`src/rtl/mem_access_unit.sv`:
```
// Single-outstanding load/store unit between the pipeline and the data bus.
// Aligns store data and byte strobes, extracts and extends load data, traps misaligned ops.
module mem_access_unit #(
  parameter int XLEN           = 64,
  parameter bit MISALIGN_CHECK = 1'b1
) (
  input  logic              clk,
  input  logic              reset,
  input  logic              in_valid,
  output logic              in_ready,
  input  logic              in_write,
  input  logic [1:0]        in_size,
  input  logic              in_unsigned,
  input  logic [XLEN-1:0]   in_addr,
  input  logic [XLEN-1:0]   in_wdata,
  input  logic              flush,
  output logic              dreq_valid,
  output logic [XLEN-1:0]   dreq_addr,
  output logic [2:0]        dreq_size,
  output logic [XLEN/8-1:0] dreq_strobe,
  output logic [XLEN-1:0]   dreq_data,
  input  logic              dresp_data_ok,
  input  logic [XLEN-1:0]   dresp_data,
  output logic              out_valid,
  input  logic              out_ready,
  output logic [XLEN-1:0]   out_rdata,
  output logic              out_misalign
);

  // state | meaning
  // IDLE  | waiting for an op; only state that accepts
  // REQ   | bus request outstanding
  // DONE  | result (or alignment trap) presented until consumed or flushed
  // DRAIN | flushed while on the bus; wait out the response and drop it
  typedef enum logic [1:0] {IDLE, REQ, DONE, DRAIN} state_t;

  localparam int SW   = XLEN / 8;
  localparam int OFFW = $clog2(SW);
  localparam logic [XLEN-1:0] ONES = '1;

  state_t state, next_state;

  logic            op_write, op_unsigned, op_misalign;
  logic [1:0]      op_size;
  logic [XLEN-1:0] op_addr, op_wdata, rdata_q;

  logic            accept, capture, misalign_in;
  logic [2:0]      align_mask;
  logic [OFFW-1:0] offset;

  always_comb begin
    align_mask = 3'b000;
    unique case (in_size)
      2'd1:    align_mask = 3'b001;
      2'd2:    align_mask = 3'b011;
      2'd3:    align_mask = 3'b111;
      default: align_mask = 3'b000;
    endcase
  end

  assign misalign_in = MISALIGN_CHECK && (|(in_addr[2:0] & align_mask));
  assign accept      = (state == IDLE) && in_valid && !flush;
  assign capture     = (state == REQ) && dresp_data_ok && !flush;
  assign offset      = op_addr[OFFW-1:0];

  // Store path: byte-count mask shifted into lane position, upper overflow dropped.
  logic [3:0]      byte_cnt;
  logic [SW-1:0]   size_mask;
  logic [2*SW-1:0] strobe_wide;

  assign byte_cnt    = 4'd1 << op_size;
  assign size_mask   = ~({SW{1'b1}} << byte_cnt);
  assign strobe_wide = {{SW{1'b0}}, size_mask} << offset;

  assign dreq_addr   = op_addr;
  assign dreq_size   = {1'b0, op_size};
  assign dreq_strobe = op_write ? strobe_wide[SW-1:0] : '0;
  assign dreq_data   = op_wdata << {offset, 3'b000};

  // Load path: right-align the addressed bytes, keep size bytes, extend the rest.
  logic [XLEN-1:0] ld_shift, ld_keep, ld_ext;
  logic            ld_sign;

  assign ld_shift = dresp_data >> {offset, 3'b000};

  always_comb begin
    ld_keep = ONES;
    ld_sign = ld_shift[XLEN-1];
    unique case (op_size)
      2'd0:    begin ld_keep = ~(ONES << 8);  ld_sign = ld_shift[7];  end
      2'd1:    begin ld_keep = ~(ONES << 16); ld_sign = ld_shift[15]; end
      2'd2:    begin ld_keep = ~(ONES << 32); ld_sign = ld_shift[31]; end
      default: begin ld_keep = ONES;          ld_sign = ld_shift[XLEN-1]; end
    endcase
    ld_ext = (ld_shift & ld_keep) | (~ld_keep & {XLEN{ld_sign & ~op_unsigned}});
  end

  always_ff @(posedge clk or posedge reset) begin
    if (reset) state <= IDLE;
    else       state <= next_state;
  end

  always_comb begin
    next_state = state;
    in_ready   = 1'b0;
    dreq_valid = 1'b0;
    out_valid  = 1'b0;
    unique case (state)
      IDLE: begin
        in_ready = 1'b1;
        if (accept) next_state = misalign_in ? DONE : REQ;
      end
      REQ: begin
        dreq_valid = 1'b1;
        if (flush)              next_state = dresp_data_ok ? IDLE : DRAIN;
        else if (dresp_data_ok) next_state = DONE;
      end
      DONE: begin
        out_valid = 1'b1;
        if (flush || out_ready) next_state = IDLE;
      end
      DRAIN: begin
        dreq_valid = 1'b1;
        if (dresp_data_ok) next_state = IDLE;
      end
      default: next_state = IDLE;
    endcase
  end

  always_ff @(posedge clk or posedge reset) begin
    if (reset) begin
      op_write    <= 1'b0;
      op_unsigned <= 1'b0;
      op_misalign <= 1'b0;
      op_size     <= '0;
      op_addr     <= '0;
      op_wdata    <= '0;
      rdata_q     <= '0;
    end else if (accept) begin
      op_write    <= in_write;
      op_unsigned <= in_unsigned;
      op_misalign <= misalign_in;
      op_size     <= in_size;
      op_addr     <= in_addr;
      op_wdata    <= in_wdata;
      rdata_q     <= '0;
    end else if (capture) begin
      rdata_q <= op_write ? '0 : ld_ext;
    end
  end

  assign out_rdata    = rdata_q;
  assign out_misalign = op_misalign;

endmodule

```
`config.mk`:
```
export PLATFORM = sky130hd
export DESIGN_NAME = mem_access_unit
export DESIGN_NICKNAME = d
export VERILOG_FILES = /design/src/rtl/mem_access_unit.sv
export SDC_FILE = /design/constraint.sdc
export NUM_CORES = 1
export LEC_CHECK = 0
export ABC_AREA = 1
export CAP_MARGIN = 25
export CORE_AREA = 2 2 169 171
export CTS_CLUSTER_DIAMETER = 30
export CTS_CLUSTER_SIZE = 10
export DETAILED_ROUTE_END_ITERATION = 10
export DIE_AREA = 0 0 171 173
export PLACE_DENSITY = 0.81
export SYNTH_ARGS = -nofsm -noshare
export SYNTH_HDL_FRONTEND = slang
export SYNTH_SLANG_ARGS = --single-unit
```
`constraint.sdc`:
```
create_clock -name clk -period 6.87 [get_ports clk]
set_input_delay 1.374 -clock clk [delete_from_list [all_inputs] [get_ports clk]]
set_output_delay 1.374 -clock clk [all_outputs]
set_load 0.01 [all_outputs]
```
Word-level counts from Yosys, hierarchy flattened
Cells that the tools add are included.
{"block": "word_totals", "input_bits": 202, "output_inout_bits": 207, "word_cells": 63, "regBits": 199}
{"block": "classes", "reduce_logical": 12, "muxes": 18, "bitwise_logic": 8, "shifts": 5, "n_eq_ne": 12}
{"operator": "$mux 64", "n": 3}
{"operator": "$pmux 64 s3", "n": 1}
{"operator": "$and 64x64->64", "n": 2}
{"operator": "$not 64->64", "n": 1}
{"operator": "$or 64x64->64", "n": 1}
{"operator": "$shl 64x6->64", "n": 1}
{"operator": "$shr 64x6->64", "n": 1}
{"operator": "$mux 2", "n": 7}
{"operator": "$eq 2x2->1 const B", "n": 5}
{"operator": "$pmux 3 s3", "n": 1}
{"operator": "$mux 8", "n": 1}
{"operator": "$not 8->8", "n": 1}
{"operator": "$pmux 2 s4", "n": 1}
{"operator": "$shl 8x3->8", "n": 1}
{"operator": "$shl 8x4->8 const A", "n": 1}
{"operator": "$eq 2x1->1 const B", "n": 3}
{"operator": "$ne 2x2->1 const B", "n": 3}
{"operator": "$logic_and 1x1->1", "n": 4}
{"operator": "$logic_not 2->1", "n": 2}
{"operator": "$reduce_and 4->1", "n": 1}
{"operator": "$shl 1x2->4 const A", "n": 1}
{"operator": "$and 3x3->3", "n": 1}
{"operator": "$mux 1", "n": 3}
{"operator": "$ne 3x3->1 const B", "n": 1}
{"operator": "other kinds (8)", "n": 8}

Logic depth before layout (Yosys ltp)
Gate-level depths: netlist of run 1.
{"block": "logic_depth", "word_depth": 8, "depth_mapped": 13, "depth_no_buf": 11}

Worst setup path after synthesis of run 1
OpenSTA, ideal clock, no wires.
{"block": "synth_timing", "path_kind": "register to output", "startpoint": "register op_addr[0] (netlist: dreq_addr[0])", "endpoint": "output port dreq_data[38]", "path_stages_with_launch": 9, "required_ps": 5496, "n_path_buf": 4, "arrival_ps": 1659, "path_slack_ps": 3837, "path_cell_list": "dfrtp_1 buf_4 buf_4 buf_4 buf_2 mux2i_1 nand2_1 o211ai_1 o21ai_0"}
{"block": "synth_between", "elab_chain_cells": 1}
{"element": "start: declaration", "line_no": "45", "text": "logic [XLEN-1:0] op_addr, op_wdata, rdata_q;"}
{"element": "start signal: assignment", "line_no": "144", "text": "op_addr <= in_addr;"}
{"element": "$shl 64x6->64", "line_no": "78", "text": "assign dreq_data = op_wdata << {offset, 3'b000};"}
{"element": "end: declaration", "line_no": "21", "text": "output logic [XLEN-1:0] dreq_data,"}
Every way passes these cells.

Final worst setup path of run 1
{"block": "layout_timing", "startpoint": "register op_size[1]", "endpoint": "output port dreq_strobe[7]"}
{"block": "layout_between", "elab_chain_cells": 5}
{"element": "start: declaration", "line_no": "44", "text": "logic [1:0] op_size;"}
{"element": "start signal: assignment", "line_no": "143", "text": "op_size <= in_size;"}
{"element": "$shl 1x2->4", "line_no": "71", "text": "assign byte_cnt = 4'd1 << op_size;"}
{"element": "$shl 8x4->8", "line_no": "72", "text": "assign size_mask = ~({SW{1'b1}} << byte_cnt);"}
{"element": "$not 8->8", "line_no": "72"}
{"element": "$shl 8x3->8", "line_no": "73", "text": "assign strobe_wide = {{SW{1'b0}}, size_mask} << offset;"}
{"element": "$mux 8", "line_no": "77", "text": "assign dreq_strobe = op_write ? strobe_wide[SW-1:0] : '0;"}
{"element": "end: declaration", "line_no": "20", "text": "output logic [XLEN/8-1:0] dreq_strobe,"}
Every way passes these cells.

==> load_flow_metrics.sql, run 1 <==
INSERT INTO impl_metrics (metric_group, metric, value, unit) VALUES
('die', 'die_width', '171', 'µm'),
('finish', 'final_cell_mix', 'nand2_1, clkdlybuf4s50_1, dfrtp_1', ''),
('yosys', 'async_reset_ff_share', '100.0', '%'),
('worst_setup_path', 'timing.critical_path.to_type', 'output port', ''),
('sta', 'hold_viol_final', '0', ''),
('sta', 'maxClockFrequency', '205.7', 'MHz'),
('global_route', 'globalRoute.totalOverflow', '0', ''),
('sta', 'rel_slew_slack', '33.36', '%'),
('cts', 'cts_made_buffers', '17', ''),
('cts', 'insertion_delay', '0.46', 'ns'),
('cts', 'tritoncts_num_sinks', '199', ''),
('sta', 'timing.final.crit_share', '70.78', '%'),
('die', 'placeableCoreArea', '0.02763', 'mm²'),
('power', 'power-per-cell-area', '491.4', 'mW/mm²'),
('drt', 'routed-via-count', '12570', ''),
('cts', 'clkSlewWorstSetupHoldPaths', '0.08', 'ns'),
('global_route', 'groute.usage.overall', '30.45', '%'),
('cts', 'cts_root_buffer', 'clkbuf_16', ''),
('die', 'effective_utilization_at_floorplan', '40.87', '%'),
('drt', 'first_drt_iteration_drcs', '1167', ''),
('worst_setup_path', 'r2r_start', 'op_size[1]', ''),
('global_route', 'first_pass_grt_wire_length', '69290', 'µm'),
('yosys', 'syn_area', '0.01129', 'mm²'),
('finish', 'finish.utilization', '58.33', '%'),
('worst_setup_path', 'critical_path.slowest_cell', 'dfrtp_1', ''),
('finish', 'synthToLayoutAreaGrowth', '42.70', '%'),
('drt', 'vias_per_cell', '5.328', ''),
('die', 'die_y', '173', 'µm'),
('yosys', 'syn_area_per_cell', '6.865', 'µm²'),
('die', 'design.die.area', '0.02958', 'mm²'),
('drt', 'ant_nets', '0', ''),
('global_route', 'via_count_of_the_first_global_routing_pass', '12200', ''),
('finish', 'drive_above_1_share', '3.689', '%'),
('yosys', 'synth.yosys.warnings', '0', ''),
('placement', 'detailed_place_hpwl', '33030', 'µm'),
('sta', 'finalSetupViolCount', '0', ''),
('worst_setup_path', 'stages_on_worst_setup_path', '5', ''),
('cts', 'cts.repair.resized', '0', ''),
('worst_setup_path', 'critPathRequiredTime', '5.50', 'ns'),
('worst_setup_path', 'worst_setup_path_start_kind', 'register', ''),
('worst_hold_path', 'hold_class', 'reg -> reg', ''),
('drt', 'detail_route.drc_violations', '0', ''),
('finish', 'layout.cells.most_common', 'nand2_1', ''),
('worst_setup_path', 'critical-path-max-stage-delay', '1.00', 'ns'),
('sta', 'setup_tns', '0', 'ns'),
('sta', 'grt_setup_unrepaired', 'false', ''),
('finish', 'final_cell_count_no_fill', '2360', ''),
('worst_setup_path', 'critPathTopFamily', 'simple AND/OR/NAND/NOR gates', ''),
('global_route', 'number_of_antenna_violations_at_the_first_check_in_global_routing', '3', ''),
('drt', 'routed_wl', '45640', 'µm'),
('yosys', 'postSynthCellCount', '1645', ''),
('sta', 'finalMaxSlewViolations', '0', ''),
('yosys', 'synth_seq_area_share', '44.09', '%'),
('outcome', 'outcome', 'complete, no violations', ''),
('sta', 'post_layout_min_period', '4.862', 'ns'),
('yosys', 'post_synth_num_cell_types', '31', ''),
('yosys', 'most_frequently_used_flop_master_after_synthesis', 'dfrtp_1', ''),
('worst_setup_path', 'worstPathArrival', '3.49', 'ns'),
('worst_setup_path', 'crit_path_top_cell_by_count', 'nand2_1', ''),
('job', 'cap_viol_max_count', '0', ''),
('yosys', 'synth_enable_flop_cells', '0', ''),
('worst_setup_path', 'timing.critical_path.fanout_max', '26', ''),
('worst_setup_path', 'reg2reg_depth', '9', ''),
('cts', 'ctsHoldBuffers', '0', ''),
('finish', 'design.final.nets', '2168', ''),
('worst_setup_path', 'cp.buffers_inverters', '1', ''),
('power', 'leakage', '7.812', 'nW'),
('worst_setup_path', 'crit_type', 'reg -> out', ''),
('cts', 'cts.htree.levels', '4', ''),
('power', 'power.ir.vdd_worst', '0.3415', 'mV'),
('drt', 'drt-pass1-iter-count', '6', '');
[worst min-delay path by stage]
stage          slack, ns          start  cells past startpoint             to
2_1_floorplan       0.44   op_wdata[56]                      2   op_wdata[56]
3_3_place_gp        0.45  dreq_addr[52]                      2  dreq_addr[52]
3_5_place_dp        0.46  dreq_addr[31]                      2  dreq_addr[31]
4_1_cts             0.48  dreq_addr[61]                      2  dreq_addr[61]
5_1_grt             0.50  dreq_addr[31]                      2  dreq_addr[31]
6_report            0.47  dreq_addr[61]                      2  dreq_addr[61]
[worst min-delay path, cell delays in order (launching register included)]
cell and delay, ns:
dfrtp_1 0.35, nand2_1 0.05, nand2_1 0.04
[per-stage QoR]
step                total power, W  worst slack [ns]  instance area (µm²)  hold WS, ns
detailed placement        0.006738             2.078                15450       0.4572
floorplan                 0.004536           0.07034                11290       0.4422
CTS                       0.007869             1.568                16070       0.4779
finish                    0.007919             2.008                16120       0.4731
global route              0.008431             1.813                16110       0.4988
global placement          0.006683             2.111                15450       0.4523
[metal layers]
layer	GRT usage [%]	share of wire [%]	routed length, µm	vias to the layer above
li1	-	-	-	5892
met4	13.24	4.2	1929	0
met5	0	0	0	-
met2	51.24	49	22200	735
met1	37.78	38	17370	5841
met3	6.020	9.1	4133	106
[registers in the layout, indices dropped and copies added, names as in the netlist]
| name | count |
|---|---|
| op_wdata | 64 |
| op_write | 1 |
| state | 2 |
| op_unsigned | 1 |
| dreq_addr | 64 |
| out_misalign | 1 |
| op_size | 2 |
| out_rdata | 64 |
[final cells by class]
class	instances	area, µm²	area share [%]
diodes	3	7.507	0.04658
multi-input cells	1273	5598	34.74
flip-flops and latches	199	4986	30.94
clock inverters	15	200.2	1.242
inverters	51	203.9	1.266
clock buffers	17	425.4	2.640
well taps	378	473.0	2.935
repair buffers	424	4222	26.20
[Yosys cell counts, types with 2 or more instances]
| cell type | number | area share [%] |
|---|---|---|
| nand3_1 | 103 | 4.6 |
| dfrtp_1 | 199 | 44 |
| nand2_1 | 804 | 27 |
| a21oi_1 | 46 | 2.0 |
| nor2_2 | 4 | 0.22 |
| clkbuf_1 | 63 | 2.1 |
| or2_2 | 4 | 0.22 |
| a211oi_1 | 6 | 0.40 |
| inv_2 | 5 | 0.17 |
| nor2_1 | 72 | 2.4 |
| a22oi_1 | 9 | 0.60 |
| a31oi_1 | 17 | 0.94 |
| inv_1 | 46 | 1.5 |
| or2_1 | 3 | 0.17 |
| buf_4 | 11 | 0.73 |
| nand2_2 | 2 | 0.11 |
| o211ai_1 | 10 | 0.66 |
| buf_2 | 27 | 1.2 |
| o21a_1 | 14 | 0.93 |
| o21ai_0 | 129 | 5.7 |
| buf_1 | 20 | 0.66 |
| mux2i_1 | 30 | 2.7 |
| o21ai_1 | 13 | 0.58 |
[where the power goes]
part	total [W]	switching [W]	internal [W]
Clock	0.00109	0.000533	0.000561
Combinational	0.00469	0.00273	0.00197
Sequential	0.00213	0.000453	0.00168
[cell families (layout without fill, tap and decap cells)]
| group | after synthesis | count (layout) | share of synthesized area, % |
|---|---|---|---|
| AO/OA/AOI/OAI | 249 | 249 | 12.29 |
| buffers and inverters | 173 | 507 | 6.481 |
| flip-flops | 199 | 199 | 44.09 |
| multiplexers | 30 | 30 | 2.659 |
| other | 1 | 4 | 0.03321 |
| AND/OR/NAND/NOR | 993 | 993 | 34.44 |
Note: power is estimated with default switching activity, not from simulation.
==> inputs of run 2 (changes only) <==
--- a/config.mk
+++ b/config.mk
@@ -7,12 +7,12 @@
 export LEC_CHECK = 0
 export ABC_AREA = 1
 export CAP_MARGIN = 25
-export CORE_AREA = 2 2 169 171
+export CORE_AREA = 2 2 160 162
 export CTS_CLUSTER_DIAMETER = 30
 export CTS_CLUSTER_SIZE = 10
 export DETAILED_ROUTE_END_ITERATION = 10
-export DIE_AREA = 0 0 171 173
-export PLACE_DENSITY = 0.81
+export DIE_AREA = 0 0 162 164
+export PLACE_DENSITY = 0.85
 export SYNTH_ARGS = -nofsm -noshare
 export SYNTH_HDL_FRONTEND = slang
 export SYNTH_SLANG_ARGS = --single-unit
==> constraint.sdc (replaced) <==
create_clock -name clk -period 4.9 [get_ports clk]
set_input_delay 0.98 -clock clk [delete_from_list [all_inputs] [get_ports clk]]
set_output_delay 0.98 -clock clk [all_outputs]
set_load 0.01 [all_outputs]
==> run 2 against run 1 <==
- critical endpoint is now dreq_data[63]
- register-to-register slack got worse by 1.4 ns
- via count up 1.7%
- total power increased by 41%
- worst hold slack better by 0.0049 ns
==> load_flow_metrics.sql, run 2 (synthesized netlist as in run 1, its figures left out) <==
INSERT INTO impl_metrics (metric_group, metric, value, unit) VALUES
('worst_setup_path', 'critPathRequiredTime', '3.92', 'ns'),
('outcome', 'outcome', 'complete, no violations', ''),
('drt', 'routed_wl', '44750', 'µm'),
('sta', 'grt_setup_unrepaired', 'false', ''),
('die', 'design.die.area', '0.02657', 'mm²'),
('global_route', 'globalRoute.totalOverflow', '0', ''),
('global_route', 'first_pass_grt_wire_length', '67480', 'µm'),
('global_route', 'number_of_antenna_violations_at_the_first_check_in_global_routing', '3', ''),
('cts', 'post-cts-setup-buffer-count', '0', ''),
('drt', 'wire_per_inst', '19.33', 'µm'),
('finish', 'fillCellCount', '2169', ''),
('cts', 'cts.htree.levels', '4', ''),
('cts', 'clkSlewWorstSetupHoldPaths', '0.09', 'ns'),
('sta', 'rel_slew_slack', '38.56', '%'),
('sta', 'whs', '0.4780', 'ns'),
('worst_setup_path', 'worst_setup_path_start_kind', 'register', ''),
('power', 'power.ir.vdd_worst', '0.5390', 'mV'),
('job', 'cap_viol_max_count', '0', ''),
('power', 'leakage', '7.839', 'nW'),
('cts', 'ctsHoldBuffers', '0', ''),
('placement', 'gp_congestion', '0.9319', ''),
('finish', 'stdcell_area', '0.01614', 'mm²'),
('cts', 'clock_tree_from_tritoncts', 'yes', ''),
('worst_setup_path', 'critical_path.cell_chain', 'buf_4, o21ai_0, nand2_1, o21ai_0, o21ai_0, clkdlybuf4s50_1', ''),
('cts', 'insertion_delay', '0.45', 'ns'),
('drt', 'first_drt_iteration_drcs', '1371', ''),
('cts', 'cts_made_buffers', '17', ''),
('finish', 'multi_input_area', '0.005598', 'mm²'),
('worst_setup_path', 'critical-path-max-stage-delay', '0.66', 'ns'),
('drt', 'ant_nets', '0', ''),
('cts', 'cts_root_buffer', 'clkbuf_16', ''),
('placement', 'placement.io_buffers', '407', ''),
('finish', 'final_cell_mix', 'nand2_1, clkdlybuf4s50_1, dfrtp_1', ''),
('worst_setup_path', 'crit_path_top_cell_by_count', 'o21ai_0', ''),
('worst_setup_path', 'worstPathArrival', '3.19', 'ns'),
('cts', 'tritoncts_num_sinks', '199', ''),
('global_route', 'grt_max_degree', '148', ''),
('sta', 'setup_tns', '0', 'ns'),
('sta', 'post_layout_min_period', '4.166', 'ns'),
('worst_setup_path', 'timing.critical_path.to_type', 'output port', ''),
('sta', 'maxClockFrequency', '240.0', 'MHz'),
('worst_setup_path', 'crit_type', 'reg -> out', ''),
('finish', 'drive_above_1_share', '3.786', '%'),
('die', 'die_y', '164', 'µm'),
('sta', 'post-route-worst-setup-slack', '0.7339', 'ns'),
('die', 'die_width', '162', 'µm'),
('global_route', 'via_count_of_the_first_global_routing_pass', '12210', ''),
('placement', 'post_dp_cell_area', '0.01546', 'mm²'),
('die', 'io_pins', '409', ''),
('sta', 'worstMarginPinSlew', '0.9206', 'ns'),
('finish', 'regArea', '0.004986', 'mm²'),
('sta', 'timing.final.crit_share', '85.02', '%'),
('drt', 'routed-via-count', '12780', ''),
('placement', 'detailed_place_hpwl', '32430', 'µm'),
('cts', 'maximum_clock_insertion_buffer_count', '2', ''),
('placement', 'pre_cts_slack', '1.277', 'ns'),
('drt', 'vias_per_cell', '5.522', ''),
('finish', 'layout.cells.most_common', 'nand2_1', ''),
('worst_setup_path', 'timing.critical_path.fanout_max', '65', ''),
('finish', 'design.final.nets', '2170', ''),
('sta', 'fin_worst_skew', '0.01066', 'ns'),
('finish', 'finish.utilization', '65.01', '%'),
('finish', 'synthToLayoutAreaGrowth', '42.88', '%'),
('sta', 'hold_viol_final', '0', ''),
('global_route', 'groute.usage.overall', '32.92', '%'),
('die', 'effective_utilization_at_floorplan', '45.50', '%'),
('worst_hold_path', 'hold_class', 'reg -> reg', ''),
('sta', 'finalMaxSlewViolations', '0', ''),
('drt', 'drt-pass1-iter-count', '6', ''),
('die', 'fp-row-count', '58', ''),
('sta', 'finalSetupViolCount', '0', ''),
('drt', 'detail_route.drc_violations', '0', ''),
('power', 'power-per-cell-area', '690.4', 'mW/mm²'),
('worst_setup_path', 'critical_path.slowest_cell', 'buf_4', ''),
('die', 'placeableCoreArea', '0.02482', 'mm²'),
('cts', 'cts.repair.resized', '0', '');
==> run 2: changes by cell type in the layout (fill, tap and decap cells not counted) <==
cell,change
inv_12,+4
inv_8,-4
buf_12,+3
clkinv_8,+3
clkinv_4,-2
buf_8,-1
bufinv_16,-1
diode_2,+1
inv_16,+1
inv_6,-1
==> run 2: final cells by class <==
class | count | area share (%)
antenna | 4 | 0.06203
clock buffer | 17 | 2.636
clock inverter | 15 | 1.466
inverter | 51 | 1.241
multi-input combinational | 1273 | 34.69
sequential | 199 | 30.90
tap | 330 | 2.559
timing repair buffer | 426 | 26.44
==> run 2: path summary, 6_finish.rpt <==
kind                                     from             to  slack [ns]  cells past startpoint
worst max-delay path             dreq_addr[0]  dreq_data[63]        0.73                      6
worst min-delay path            dreq_addr[34]  dreq_addr[34]        0.48                      2
worst max register to register   dreq_addr[1]  out_rdata[39]        1.91                     11
worst min register to register  dreq_addr[34]  dreq_addr[34]        0.48                      2
max in group asynchronous               reset   dreq_addr[0]        3.17                      3
min in group asynchronous               reset   dreq_addr[4]        0.77                      2
==> run 2: power by group <==
| group | internal (W) | leakage, nW | switching, W |
|---|---|---|---|
| clock | 0.000771 | 0.318 | 0.000807 |
| combinational | 0.00277 | 4.96 | 0.00384 |
| sequential | 0.00235 | 2.56 | 0.000598 |
==> run 2: metal layers <==
layer	up-vias	share of wire [%]	routed length, µm	track usage (%)
met5	-	0	0	0
met2	750	49	21860	56.67
met1	6028	38	16900	39.89
li1	5884	-	-	-
met4	0	4.3	1923	14.84
met3	121	9.1	4067	6.843
==> run 2: critical path: cells and delay by family (launching register included) <==
kind,cells,cell delay (ns)
buffers and inverters,2,1.27
AOI/OAI and AO/OA,3,0.78
DFF,1,0.57
and+or+nand+nor,1,0.11
==> run 2: per-stage QoR <==
stage                     power, W  std cells
final                      0.01114       2315
after global routing       0.01183       2314
after CTS                  0.01108       2311
after detailed placement  0.009451       2279
after global placement    0.009366       2279
after floorplan           0.006360       1645
